## src/rtl/spi_mem_arbiter.sv

```systemverilog
// Arbiter that shares one SPI memory engine between the instruction-fetch
// port and the data port. The arbiter grants one requester at a time and
// holds the latched command steady while the engine works. It returns the
// read byte, or a timeout error, with a single-cycle acknowledge.
module spi_mem_arbiter #(
    parameter logic [7:0] TIMEOUT = 8'd255
) (
    input  logic        clk,
    input  logic        rst,
    input  logic        f_req,
    input  logic [15:0] f_addr,
    input  logic        d_req,
    input  logic        d_we,
    input  logic [15:0] d_addr,
    input  logic [7:0]  d_wdata,
    output logic        f_ack,
    output logic        d_ack,
    output logic [7:0]  rdata,
    output logic        err,
    output logic        spi_start,
    output logic        spi_write,
    output logic [15:0] spi_addr,
    output logic [7:0]  spi_wdata,
    input  logic        spi_done,
    input  logic [7:0]  spi_rdata,
    input  logic        spi_cs,
    output logic        cs_rom,
    output logic        cs_ram
);

    typedef enum logic [1:0] {
        ST_IDLE = 2'd0,
        ST_BUSY = 2'd1,
        ST_RESP = 2'd2
    } state_t;

    typedef enum logic {
        OWN_FETCH = 1'b0,
        OWN_DATA  = 1'b1
    } owner_t;

    state_t      state_q, state_d;
    owner_t      owner_q, owner_d;
    owner_t      lastGrant_q, lastGrant_d;
    logic [7:0]  cnt_q, cnt_d;
    logic [15:0] addr_q, addr_d;
    logic        we_q, we_d;
    logic [7:0]  wdata_q, wdata_d;
    logic [7:0]  rdata_q, rdata_d;
    logic        err_q, err_d;
    logic        grantData;

    // State and datapath registers. Reset parks the arbiter in IDLE with
    // fetch recorded as the last grant, so data wins the first tie.
    always_ff @(posedge clk) begin
        if (rst) begin
            state_q     <= ST_IDLE;
            owner_q     <= OWN_FETCH;
            lastGrant_q <= OWN_FETCH;
            cnt_q       <= 8'd0;
            addr_q      <= 16'd0;
            we_q        <= 1'b0;
            wdata_q     <= 8'd0;
            rdata_q     <= 8'd0;
            err_q       <= 1'b0;
        end else begin
            state_q     <= state_d;
            owner_q     <= owner_d;
            lastGrant_q <= lastGrant_d;
            cnt_q       <= cnt_d;
            addr_q      <= addr_d;
            we_q        <= we_d;
            wdata_q     <= wdata_d;
            rdata_q     <= rdata_d;
            err_q       <= err_d;
        end
    end

    // Next-state logic: round-robin grant in IDLE, and completion or
    // timeout in BUSY. A done in the final timeout cycle still counts as
    // success. The RESP state lasts exactly one cycle.
    always_comb begin
        state_d     = state_q;
        owner_d     = owner_q;
        lastGrant_d = lastGrant_q;
        cnt_d       = cnt_q;
        addr_d      = addr_q;
        we_d        = we_q;
        wdata_d     = wdata_q;
        rdata_d     = rdata_q;
        err_d       = err_q;
        grantData   = 1'b0;

        case (state_q)
            ST_IDLE: begin
                if (f_req || d_req) begin
                    grantData   = d_req && (!f_req || (lastGrant_q == OWN_FETCH));
                    owner_d     = grantData ? OWN_DATA : OWN_FETCH;
                    lastGrant_d = grantData ? OWN_DATA : OWN_FETCH;
                    cnt_d       = 8'd0;
                    if (grantData) begin
                        addr_d  = d_addr;
                        we_d    = d_we;
                        wdata_d = d_wdata;
                    end else begin
                        addr_d  = f_addr;
                        we_d    = 1'b0;
                        wdata_d = 8'd0;
                    end
                    state_d = ST_BUSY;
                end
            end
            ST_BUSY: begin
                if (spi_done) begin
                    rdata_d = we_q ? 8'h00 : spi_rdata;
                    err_d   = 1'b0;
                    state_d = ST_RESP;
                end else if (cnt_q == (TIMEOUT - 8'd1)) begin
                    rdata_d = 8'hFF;
                    err_d   = 1'b1;
                    state_d = ST_RESP;
                end else begin
                    cnt_d = cnt_q + 8'd1;
                end
            end
            ST_RESP: begin
                state_d = ST_IDLE;
            end
            default: begin
                state_d = ST_IDLE;
            end
        endcase
    end

    assign spi_start = (state_q == ST_BUSY);
    assign spi_write = we_q;
    assign spi_addr  = addr_q;
    assign spi_wdata = wdata_q;
    assign rdata     = rdata_q;
    assign err       = err_q;
    assign f_ack     = (state_q == ST_RESP) && (owner_q == OWN_FETCH);
    assign d_ack     = (state_q == ST_RESP) && (owner_q == OWN_DATA);
    assign cs_rom    = ((state_q == ST_BUSY) && (owner_q == OWN_FETCH)) ? spi_cs : 1'b1;
    assign cs_ram    = ((state_q == ST_BUSY) && (owner_q == OWN_DATA))  ? spi_cs : 1'b1;

endmodule
```

## config.mk

```make
export PLATFORM = sky130hd
export DESIGN_NAME = spi_mem_arbiter
export DESIGN_NICKNAME = d
export VERILOG_FILES = /design/src/rtl/spi_mem_arbiter.sv
export SDC_FILE = /design/constraint.sdc
export NUM_CORES = 1
export LEC_CHECK = 0
export ABC_CLOCK_PERIOD_IN_PS = 4019
export CAP_MARGIN = 20
export CORE_AREA = 2 2 109 58
export DETAILED_ROUTE_END_ITERATION = 8
export DIE_AREA = 0 0 111 60
export PLACE_DENSITY = 0.69
export SLEW_MARGIN = 20
export SYNTH_ARGS = -nofsm -noshare
export SYNTH_HDL_FRONTEND = slang
export SYNTH_SLANG_ARGS = --single-unit
```

## constraint.sdc

```tcl
create_clock -name clk -period 4.02 [get_ports clk]
set_input_delay 0.804 -clock clk [delete_from_list [all_inputs] [get_ports clk]]
set_output_delay 0.804 -clock clk [all_outputs]
set_load 0.02 [all_outputs]
```

==> flow_summary.ini, run 1 <==
[outcome]
outcome = complete, no violations

[cells_and_area]
multi_input_area_um2 = 991
area_growth_pct = 58.9
antenna_cells = 0
regArea_um2 = 901
finish.instance_area_um2 = 3120
layout.nets = 359
stdcell_count = 380
drive_gt1_frac = 0.0561
fill_cells = 536
utilization = 0.539

[clock_tree]
cts_made_buffers = 5
h-tree-depth = 2
root_buffer = clkbuf_16
clk_latency_ns = 0.28
cts_resized = 0
clock-sinks = 45
clockBufferDepth = 2
clk_pin_slew_worst_paths_ns = 0.06
cts_setup_buffers = 0
cts_tree = done
ctsHoldBuffers = 0

[route]
antenna_left = 0
num_vias = 1867
first_iter_violations = 88
drt-pass1-iter-count = 4
wire_per_inst_um = 14.1
wirelength_mm = 5.35
post-route-drc-count = 0
routed_via_density = 4.91

[global_route]
antenna_found_initial = 0
grt_max_degree = 47
grt_pass1_vias = 1822
grt.total_usage = 0.165
gr-total-overflow = 0
grt_pass1_wl_mm = 8.65

[place]
placed_cells = 372
io_buffer_count = 93
gp_congestion = 0.854
place_hpwl_mm = 3.82
placed_cell_area_um2 = 2940

[die]
start_util = 0.339
die_area_um2 = 6660
rows = 20
dieWidth_um = 111
coreArea_um2 = 5780
ioPinCount = 94
die_h_um = 60

[run]
drv_cap = 0

[synthesis]
synth-edff-count = 0
synth_warnings = 0
yosysUniqueCellTypes = 36
yosysSeqAreaShare = 0.459
synth_fp_nets = 271
avgSynthCellArea_um2 = 9.17
netlist_area_um2 = 1960
ys_seq_elements = 45
syn_inst = 214
synth_ff_type = dfxtp_1
async_reset_ff_frac = 0

[critical_path]
ff2ff_path_depth = 6
critical_path.top_delay_family = buffers and inverters
critPathCaptureType = output pin
critical_path_class = in2out
crit_top_cell = clkdlybuf4s50_1
rrSetupSlack_ns = 2.06
slowest_delay_ns = 0.54
worstPathRequired_ns = 3.22
worstPathCellList = clkdlybuf4s50_1 -> or3_1 -> clkdlybuf4s50_1
r2r_end = cnt_q[3]$_SDFFE_PP0P_
slowest_stage = clkdlybuf4s50_1
cp-startpoint = spi_cs
r2r-start = cnt_q[0]$_SDFFE_PP0P_
cp.depth = 3
cp_max_fo = 2
startpoint_type = primary input
critPathArrivalTime_ns = 2.11
crit_end = cs_rom
path_buf_inv = 2

[hold_path]
hold_path_class = reg2reg
min_from = err$_SDFFE_PP0P_

[power]
cellLeakagePower_nw = 1.17
pwr_density_cell_nw_per_um2 = 402
vdd_drop_max_mv = 0.162

[sta]
setup_viol = 0
worst_pin_slew_ns = 0.881
finalHoldViolations = 0
finClkSkew_ns = 0.00143
holdWs_ns = 0.466
timing.setup.tns_ns = 0
slew_viol_final = 0
fmaxAchievable_ghz = 0.343
finalCriticalPeriod_ns = 2.91
max_slew_margin = 0.409
fin_crit_sh = 0.725
rsz0062_at_grt = false
[layout make-up]
type | count | share of cell area
timing repair buffer | 96 | 0.304
inverter | 2 | 0.00241
tap | 77 | 0.0309
sequential | 45 | 0.289
clock inverter | 1 | 0.00963
clock buffer | 7 | 0.0458
multi-input combinational | 152 | 0.318
[cell usage after synthesis (3+ instances only)]
library cell	number	share of area
a211oi_1	16	0.061
a21oi_1	14	0.036
a22oi_1	9	0.034
buf_2	3	0.0077
clkbuf_1	7	0.013
dfxtp_1	45	0.46
mux2i_1	16	0.082
nand2_1	5	0.0096
nand2b_1	9	0.029
nand3_1	8	0.020
nor2_1	31	0.059
nor3_1	3	0.0077
o211ai_1	3	0.011
o21a_1	11	0.042
or3_1	3	0.0096
or4_1	3	0.011
[cells in the final DEF, fill, tap and decap left out, types with 2 or more instances in the layout]
cell type / synthesis / final
mux2i_1: 16 / 16
nand3_1: 8 / 8
o21a_1: 11 / 11
nor2_1: 31 / 31
nand2_1: 5 / 5
clkbuf_16: 0 / 5
a31oi_1: 2 / 2
o21ba_2: 2 / 2
or4_1: 3 / 3
a22oi_1: 9 / 9
ha_1: 2 / 2
dfxtp_1: 45 / 45
nand2b_1: 9 / 9
or3_1: 3 / 3
buf_4: 2 / 3
a21oi_1: 14 / 14
o211ai_1: 3 / 3
nor3_1: 3 / 2
and3b_1: 2 / 2
a211oi_1: 16 / 16
nor3b_1: 2 / 2
o21ai_1: 2 / 2
clkdlybuf4s50_1: 0 / 92
[layer usage]
layer,up-vias,wire length [µm],global-route usage
li1,953,-,-
met1,846,2840,0.227
met2,63,1970,0.232
met3,5,506,0.0751
met4,0,35,0.0446
met5,-,0,0
[power breakdown]
part	total (mW)	leakage, nW	internal (mW)	switching (mW)
clock network	0.478	0.0841	0.311	0.167
logic	0.276	0.717	0.143	0.133
registers	0.499	0.369	0.479	0.0200
[sequential cells by signal, indices dropped and copies added (netlist names)]
signal and flops:
err 1, rdata 8, lastGrant_q 1, spi_addr 16
spi_write 1, spi_wdata 8, state_q 2, cnt_q 8
[worst min-delay path by stage]
stage          cells after the start  slack (ns)                    end
2_1_floorplan                      2        0.48  cnt_q[5]$_SDFFE_PP0P_
3_3_place_gp                       1        0.45  rdata[7]$_SDFFE_PP0P_
3_5_place_dp                       1        0.45  rdata[5]$_SDFFE_PP0P_
4_1_cts                            1        0.47  rdata[3]$_SDFFE_PP0P_
5_1_grt                            1        0.49       err$_SDFFE_PP0P_
6_report                           1        0.47       err$_SDFFE_PP0P_
[through the flow]
step | total power, mW | setup slack (ns)
floorplan | 0.646 | 1.98
global placement | 0.784 | 1.12
detailed placement | 0.787 | 1.10
CTS | 1.26 | 1.10
global route | 1.31 | 1.06
finish | 1.25 | 1.11
[worst register-to-register path: stages (launching register included)]
cell	delay [ns]
dfxtp_1	0.34
inv_1	0.09
ha_1	0.15
nand3_1	0.09
o21ai_1	0.70
nand2_1	0.16
a311oi_1	0.32
[logic make-up after synthesis]
logic type,count (synthesis),synth area share
simple gates,70,0.180
compound gates,64,0.226
flops,45,0.459
buf+inv,17,0.0402
mux,16,0.0816
fa+ha+maj,2,0.0128
Power figures use the tool's default switching activity.
==> run 2: changes to the inputs <==
--- a/config.mk
+++ b/config.mk
@@ -5,7 +5,7 @@
 export SDC_FILE = /design/constraint.sdc
 export NUM_CORES = 1
 export LEC_CHECK = 0
-export ABC_CLOCK_PERIOD_IN_PS = 4019
+export ABC_CLOCK_PERIOD_IN_PS = 2900
 export CAP_MARGIN = 20
 export CORE_AREA = 2 2 109 58
 export DETAILED_ROUTE_END_ITERATION = 8
==> constraint.sdc (replaced) <==
create_clock -name clk -period 2.9 [get_ports clk]
set_input_delay 0.58 -clock clk [delete_from_list [all_inputs] [get_ports clk]]
set_output_delay 0.58 -clock clk [all_outputs]
set_load 0.02 [all_outputs]
==> flow_summary.ini, run 2 (synthesis gave the netlist of run 1 again) <==
[outcome]
outcome = complete, no violations

[critical_path]
cp_max_fo = 2
critPathCaptureType = output pin
r2r-start = cnt_q[0]$_SDFFE_PP0P_
worstPathRequired_ns = 2.32
ff2ff_path_depth = 6
startpoint_type = primary input
rrSetupSlack_ns = 1.02
r2r_end = cnt_q[3]$_SDFFE_PP0P_
critPathArrivalTime_ns = 1.87
critical_path_class = in2out

[die]
die_h_um = 60
die_area_um2 = 6660
start_util = 0.339
dieWidth_um = 111
ioPinCount = 94
rows = 20
coreArea_um2 = 5780

[place]
io_buffer_count = 93
place_hpwl_mm = 3.91
gp_congestion = 0.836
pre_cts_ws_ns = 0.441

[hold_path]
hold_path_class = reg2reg
hold_end = rdata[3]$_SDFFE_PP0P_
min_from = rdata[3]$_SDFFE_PP0P_
holdPathStages = 1

[global_route]
grt_pass1_wl_mm = 8.54
grt.total_usage = 0.160
grt_max_degree = 47
grt_pass1_vias = 1771
antenna_found_initial = 0
gr-total-overflow = 0

[cells_and_area]
largest_register_ffs = 16
antenna_cells = 0
layout.nets = 359
drive_gt1_frac = 0.0530
layout_commonest_cell = clkdlybuf4s50_1
area_growth_pct = 57.3
fill_cells = 546
layout_common_cells = 92 x clkdlybuf4s50_1, 45 x dfxtp_1, 31 x nor2_1

[run]
drv_cap = 0

[sta]
slew_viol_final = 0
finalCriticalPeriod_ns = 2.45
finalHoldViolations = 0
finClkSkew_ns = 0.00311
timing.setup.tns_ns = 0
fin_crit_sh = 0.845
fmaxAchievable_ghz = 0.408
worst_pin_slew_ns = 0.861
max_slew_margin = 0.422
setup_ws_ns = 0.449
rsz0062_at_grt = false
setup_viol = 0

[route]
drt-pass1-iter-count = 4
antenna_left = 0
first_iter_violations = 59
post-route-drc-count = 0
routed_via_density = 4.93
wirelength_mm = 5.31
wire_per_inst_um = 14.0
num_vias = 1867

[power]
cellLeakagePower_nw = 1.16
power_mw = 1.63
vdd_drop_max_mv = 0.261
pwr_density_cell_nw_per_um2 = 527

[clock_tree]
cts_resized = 0
ctsHoldBuffers = 0
clk_latency_ns = 0.27
root_buffer = clkbuf_16
cts_setup_buffers = 0
cts_made_buffers = 5
clk_pin_slew_worst_paths_ns = 0.06
clockBufferDepth = 2
h-tree-depth = 2
cts_tree = done
clock-sinks = 45
[run 2: changes by cell type in the layout (fill, tap and decap cells not counted), sizes merged]
| cell | delta |
|---|---|
| bufinv | -1 |
[run 2: area by class of cell]
cell class | instances | area, µm² | share of cell area
inverter | 2 | 7.51 | 0.00243
clock buffer | 7 | 143 | 0.0462
sequential | 45 | 901 | 0.292
tap | 77 | 96.3 | 0.0312
multi-input combinational | 152 | 991 | 0.321
timing repair buffer | 96 | 948 | 0.307
[run 2: routing by layer]
layer / vias up / track usage / routed length, µm
met5: - / 0 / 0
met4: 0 / 0.0268 / 13
met3: 2 / 0.0609 / 526
met2: 69 / 0.231 / 2050
met1: 847 / 0.228 / 2720
li1: 949 / - / -
[run 2: critical path, cell delays in order]
cell and delay [ns]:
clkdlybuf4s50_1 0.41, or3_1 0.34, clkdlybuf4s50_1 0.54
[run 2: worst max path at each step]
stage / slack [ns] / from / endpoint / cells past startpoint
final: 0.45 / spi_cs / cs_rom / 3
after CTS: 0.44 / spi_cs / cs_rom / 3
after floorplan: 1.30 / spi_cs / cs_rom / 1
after detailed placement: 0.44 / spi_cs / cs_rom / 3
after global placement: 0.45 / spi_cs / cs_rom / 3
after global routing: 0.42 / spi_cs / cs_rom / 3
[run 2: metrics by stage]
step	hold slack [ns]	area, µm²	std cells	util
final	0.461	3090	379	0.534
after global routing	0.477	3090	379	0.534
after CTS	0.466	3090	379	0.534
after detailed placement	0.452	2940	372	0.509
after global placement	0.446	2940	372	0.509
after floorplan	0.478	1960	214	-
[run 2: report_power, final]
| part | switching [mW] | internal (mW) | total [mW] |
|---|---|---|---|
| registers | 0.0285 | 0.665 | 0.693 |
| logic | 0.184 | 0.198 | 0.383 |
| clock network | 0.212 | 0.338 | 0.550 |
| total | 0.425 | 1.20 | 1.63 |
==> run 3: changes to the inputs <==
--- a/config.mk
+++ b/config.mk
@@ -5,7 +5,7 @@
 export SDC_FILE = /design/constraint.sdc
 export NUM_CORES = 1
 export LEC_CHECK = 0
-export ABC_CLOCK_PERIOD_IN_PS = 2900
+export ABC_CLOCK_PERIOD_IN_PS = 2280
 export CAP_MARGIN = 20
 export CORE_AREA = 2 2 109 58
 export DETAILED_ROUTE_END_ITERATION = 8
==> constraint.sdc (replaced) <==
create_clock -name clk -period 2.28 [get_ports clk]
set_input_delay 0.456 -clock clk [delete_from_list [all_inputs] [get_ports clk]]
set_output_delay 0.456 -clock clk [all_outputs]
set_load 0.02 [all_outputs]
==> flow_summary.ini, run 3 (synthesis gave the netlist of run 1 again) <==
[clock_tree]
clk_pin_slew_worst_paths_ns = 0.06
cts_setup_buffers = 0
h-tree-depth = 2
root_buffer = clkbuf_16
clockBufferDepth = 2
ctsHoldBuffers = 0
clock-sinks = 45
clk_latency_ns = 0.27
cts_resized = 0
cts_made_buffers = 5
cts_tree = done

[die]
start_util = 0.339
rows = 20
die_h_um = 60
dieWidth_um = 111
ioPinCount = 94
coreArea_um2 = 5780
die_area_um2 = 6660

[global_route]
grt.total_usage = 0.159
met1_usage = 0.225
gr-total-overflow = 0
grt_max_degree = 33
met3_usage = 0.0669
grtUsageMet2 = 0.230
grt_pass1_wl_mm = 8.34
busiest_layer = met2
grt_pass1_vias = 1724
antenna_found_initial = 0

[place]
pre_cts_ws_ns = 0.0695
gp_congestion = 0.844
place_hpwl_mm = 3.95
io_buffer_count = 93

[power]
pwr_density_cell_nw_per_um2 = 665
p_comb_frac = 0.237
vdd_drop_max_mv = 0.312
power_frac_clock = 0.336
p_int_mw = 1.53
seq_power_share = 0.427
swShare = 0.259
cellLeakagePower_nw = 1.17
p_switching_uw = 534

[critical_path]
r2r-start = cnt_q[0]$_SDFFE_PP0P_
cp-startpoint = spi_cs
r2r_end = cnt_q[3]$_SDFFE_PP0P_
worstPathCellList = clkdlybuf4s50_1 -> or3_1 -> clkdlybuf4s50_1
slowest_delay_ns = 0.54
worstPathRequired_ns = 1.82
startpoint_type = primary input
crit_end = cs_rom
crit_top_cell = clkdlybuf4s50_1
slowest_stage = clkdlybuf4s50_1
critPathCaptureType = output pin
critPathArrivalTime_ns = 1.76
cp_max_fo = 2
critical_path_class = in2out
rrSetupSlack_ns = 0.33
ff2ff_path_depth = 6

[sta]
fin_crit_sh = 0.970
fmaxAchievable_ghz = 0.452
finalHoldViolations = 0
finClkSkew_ns = 0.00391
setup_ws_ns = 0.0689
worst_pin_slew_ns = 0.839
rsz0062_at_grt = false
timing.setup.tns_ns = 0
slew_viol_final = 0
finalCriticalPeriod_ns = 2.21
max_slew_margin = 0.437
setup_viol = 0

[route]
first_iter_violations = 52
wirelength_mm = 5.33
post-route-drc-count = 0
routed_via_density = 4.91
wire_per_inst_um = 14.0
drt-pass1-iter-count = 4
antenna_left = 0
num_vias = 1870

[cells_and_area]
multi_input_area_um2 = 991
utilization = 0.537
largest_register_ffs = 16
area_growth_pct = 58.1
regArea_um2 = 901
fill_cells = 533
antenna_cells = 0
layout.nets = 361
layout_commonest_cell = clkdlybuf4s50_1
drive_gt1_frac = 0.0592
layout_common_cells = 92 x clkdlybuf4s50_1, 45 x dfxtp_1, 31 x nor2_1

[hold_path]
holdPathStages = 1
hold_path_class = reg2reg

[outcome]
outcome = complete, no violations

[run]
drv_cap = 0
## run 3: through the flow
| step | hold WS [ns] | power, mW | instances | instance area [µm²] |
|---|---|---|---|---|
| 3_3_place_gp | 0.445 | 1.38 | 374 | 2960 |
| 3_5_place_dp | 0.452 | 1.39 | 374 | 2960 |
| 6_report | 0.461 | 2.06 | 381 | 3100 |
| 4_1_cts | 0.466 | 2.09 | 381 | 3100 |
| 5_1_grt | 0.490 | 2.17 | 381 | 3100 |
| 2_1_floorplan | 0.478 | 1.14 | 214 | 1960 |
## run 3: routing by layer
metal	wire length [µm]	share of wire
met5	0	0
met4	13	0.0024
met3	501	0.094
met2	2060	0.39
met1	2760	0.52
## run 3: power groups by stage
stage          clock [mW]  combinational, mW  sequential [mW]
2_1_floorplan           0              0.180            0.960
4_1_cts             0.717              0.494            0.881
3_5_place_dp            0              0.491            0.899
5_1_grt             0.755              0.526            0.890
3_3_place_gp            0              0.488            0.896
6_report            0.693              0.490            0.881
## run 3: final cells by class
class,instances,area share
flip-flops and latches,45,0.290
well taps,77,0.0311
multi-input cells,152,0.319
inverters,2,0.00242
repair buffers,98,0.311
clock buffers,7,0.0460
## run 3: worst min-delay path by stage
stage / endpoint / from / slack, ns
3_3_place_gp: rdata[2]$_SDFFE_PP0P_ / rdata[2]$_SDFFE_PP0P_ / 0.45
5_1_grt: rdata[7]$_SDFFE_PP0P_ / rdata[7]$_SDFFE_PP0P_ / 0.49
4_1_cts: err$_SDFFE_PP0P_ / err$_SDFFE_PP0P_ / 0.47
2_1_floorplan: cnt_q[5]$_SDFFE_PP0P_ / cnt_q[5]$_SDFFE_PP0P_ / 0.48
3_5_place_dp: rdata[2]$_SDFFE_PP0P_ / rdata[2]$_SDFFE_PP0P_ / 0.45
6_report: err$_SDFFE_PP0P_ / err$_SDFFE_PP0P_ / 0.46
## run 3: worst max-delay path, delay by kind of cell
family | cells | cell delay (ns)
buffers and inverters | 2 | 0.96
AND/OR/NAND/NOR | 1 | 0.34
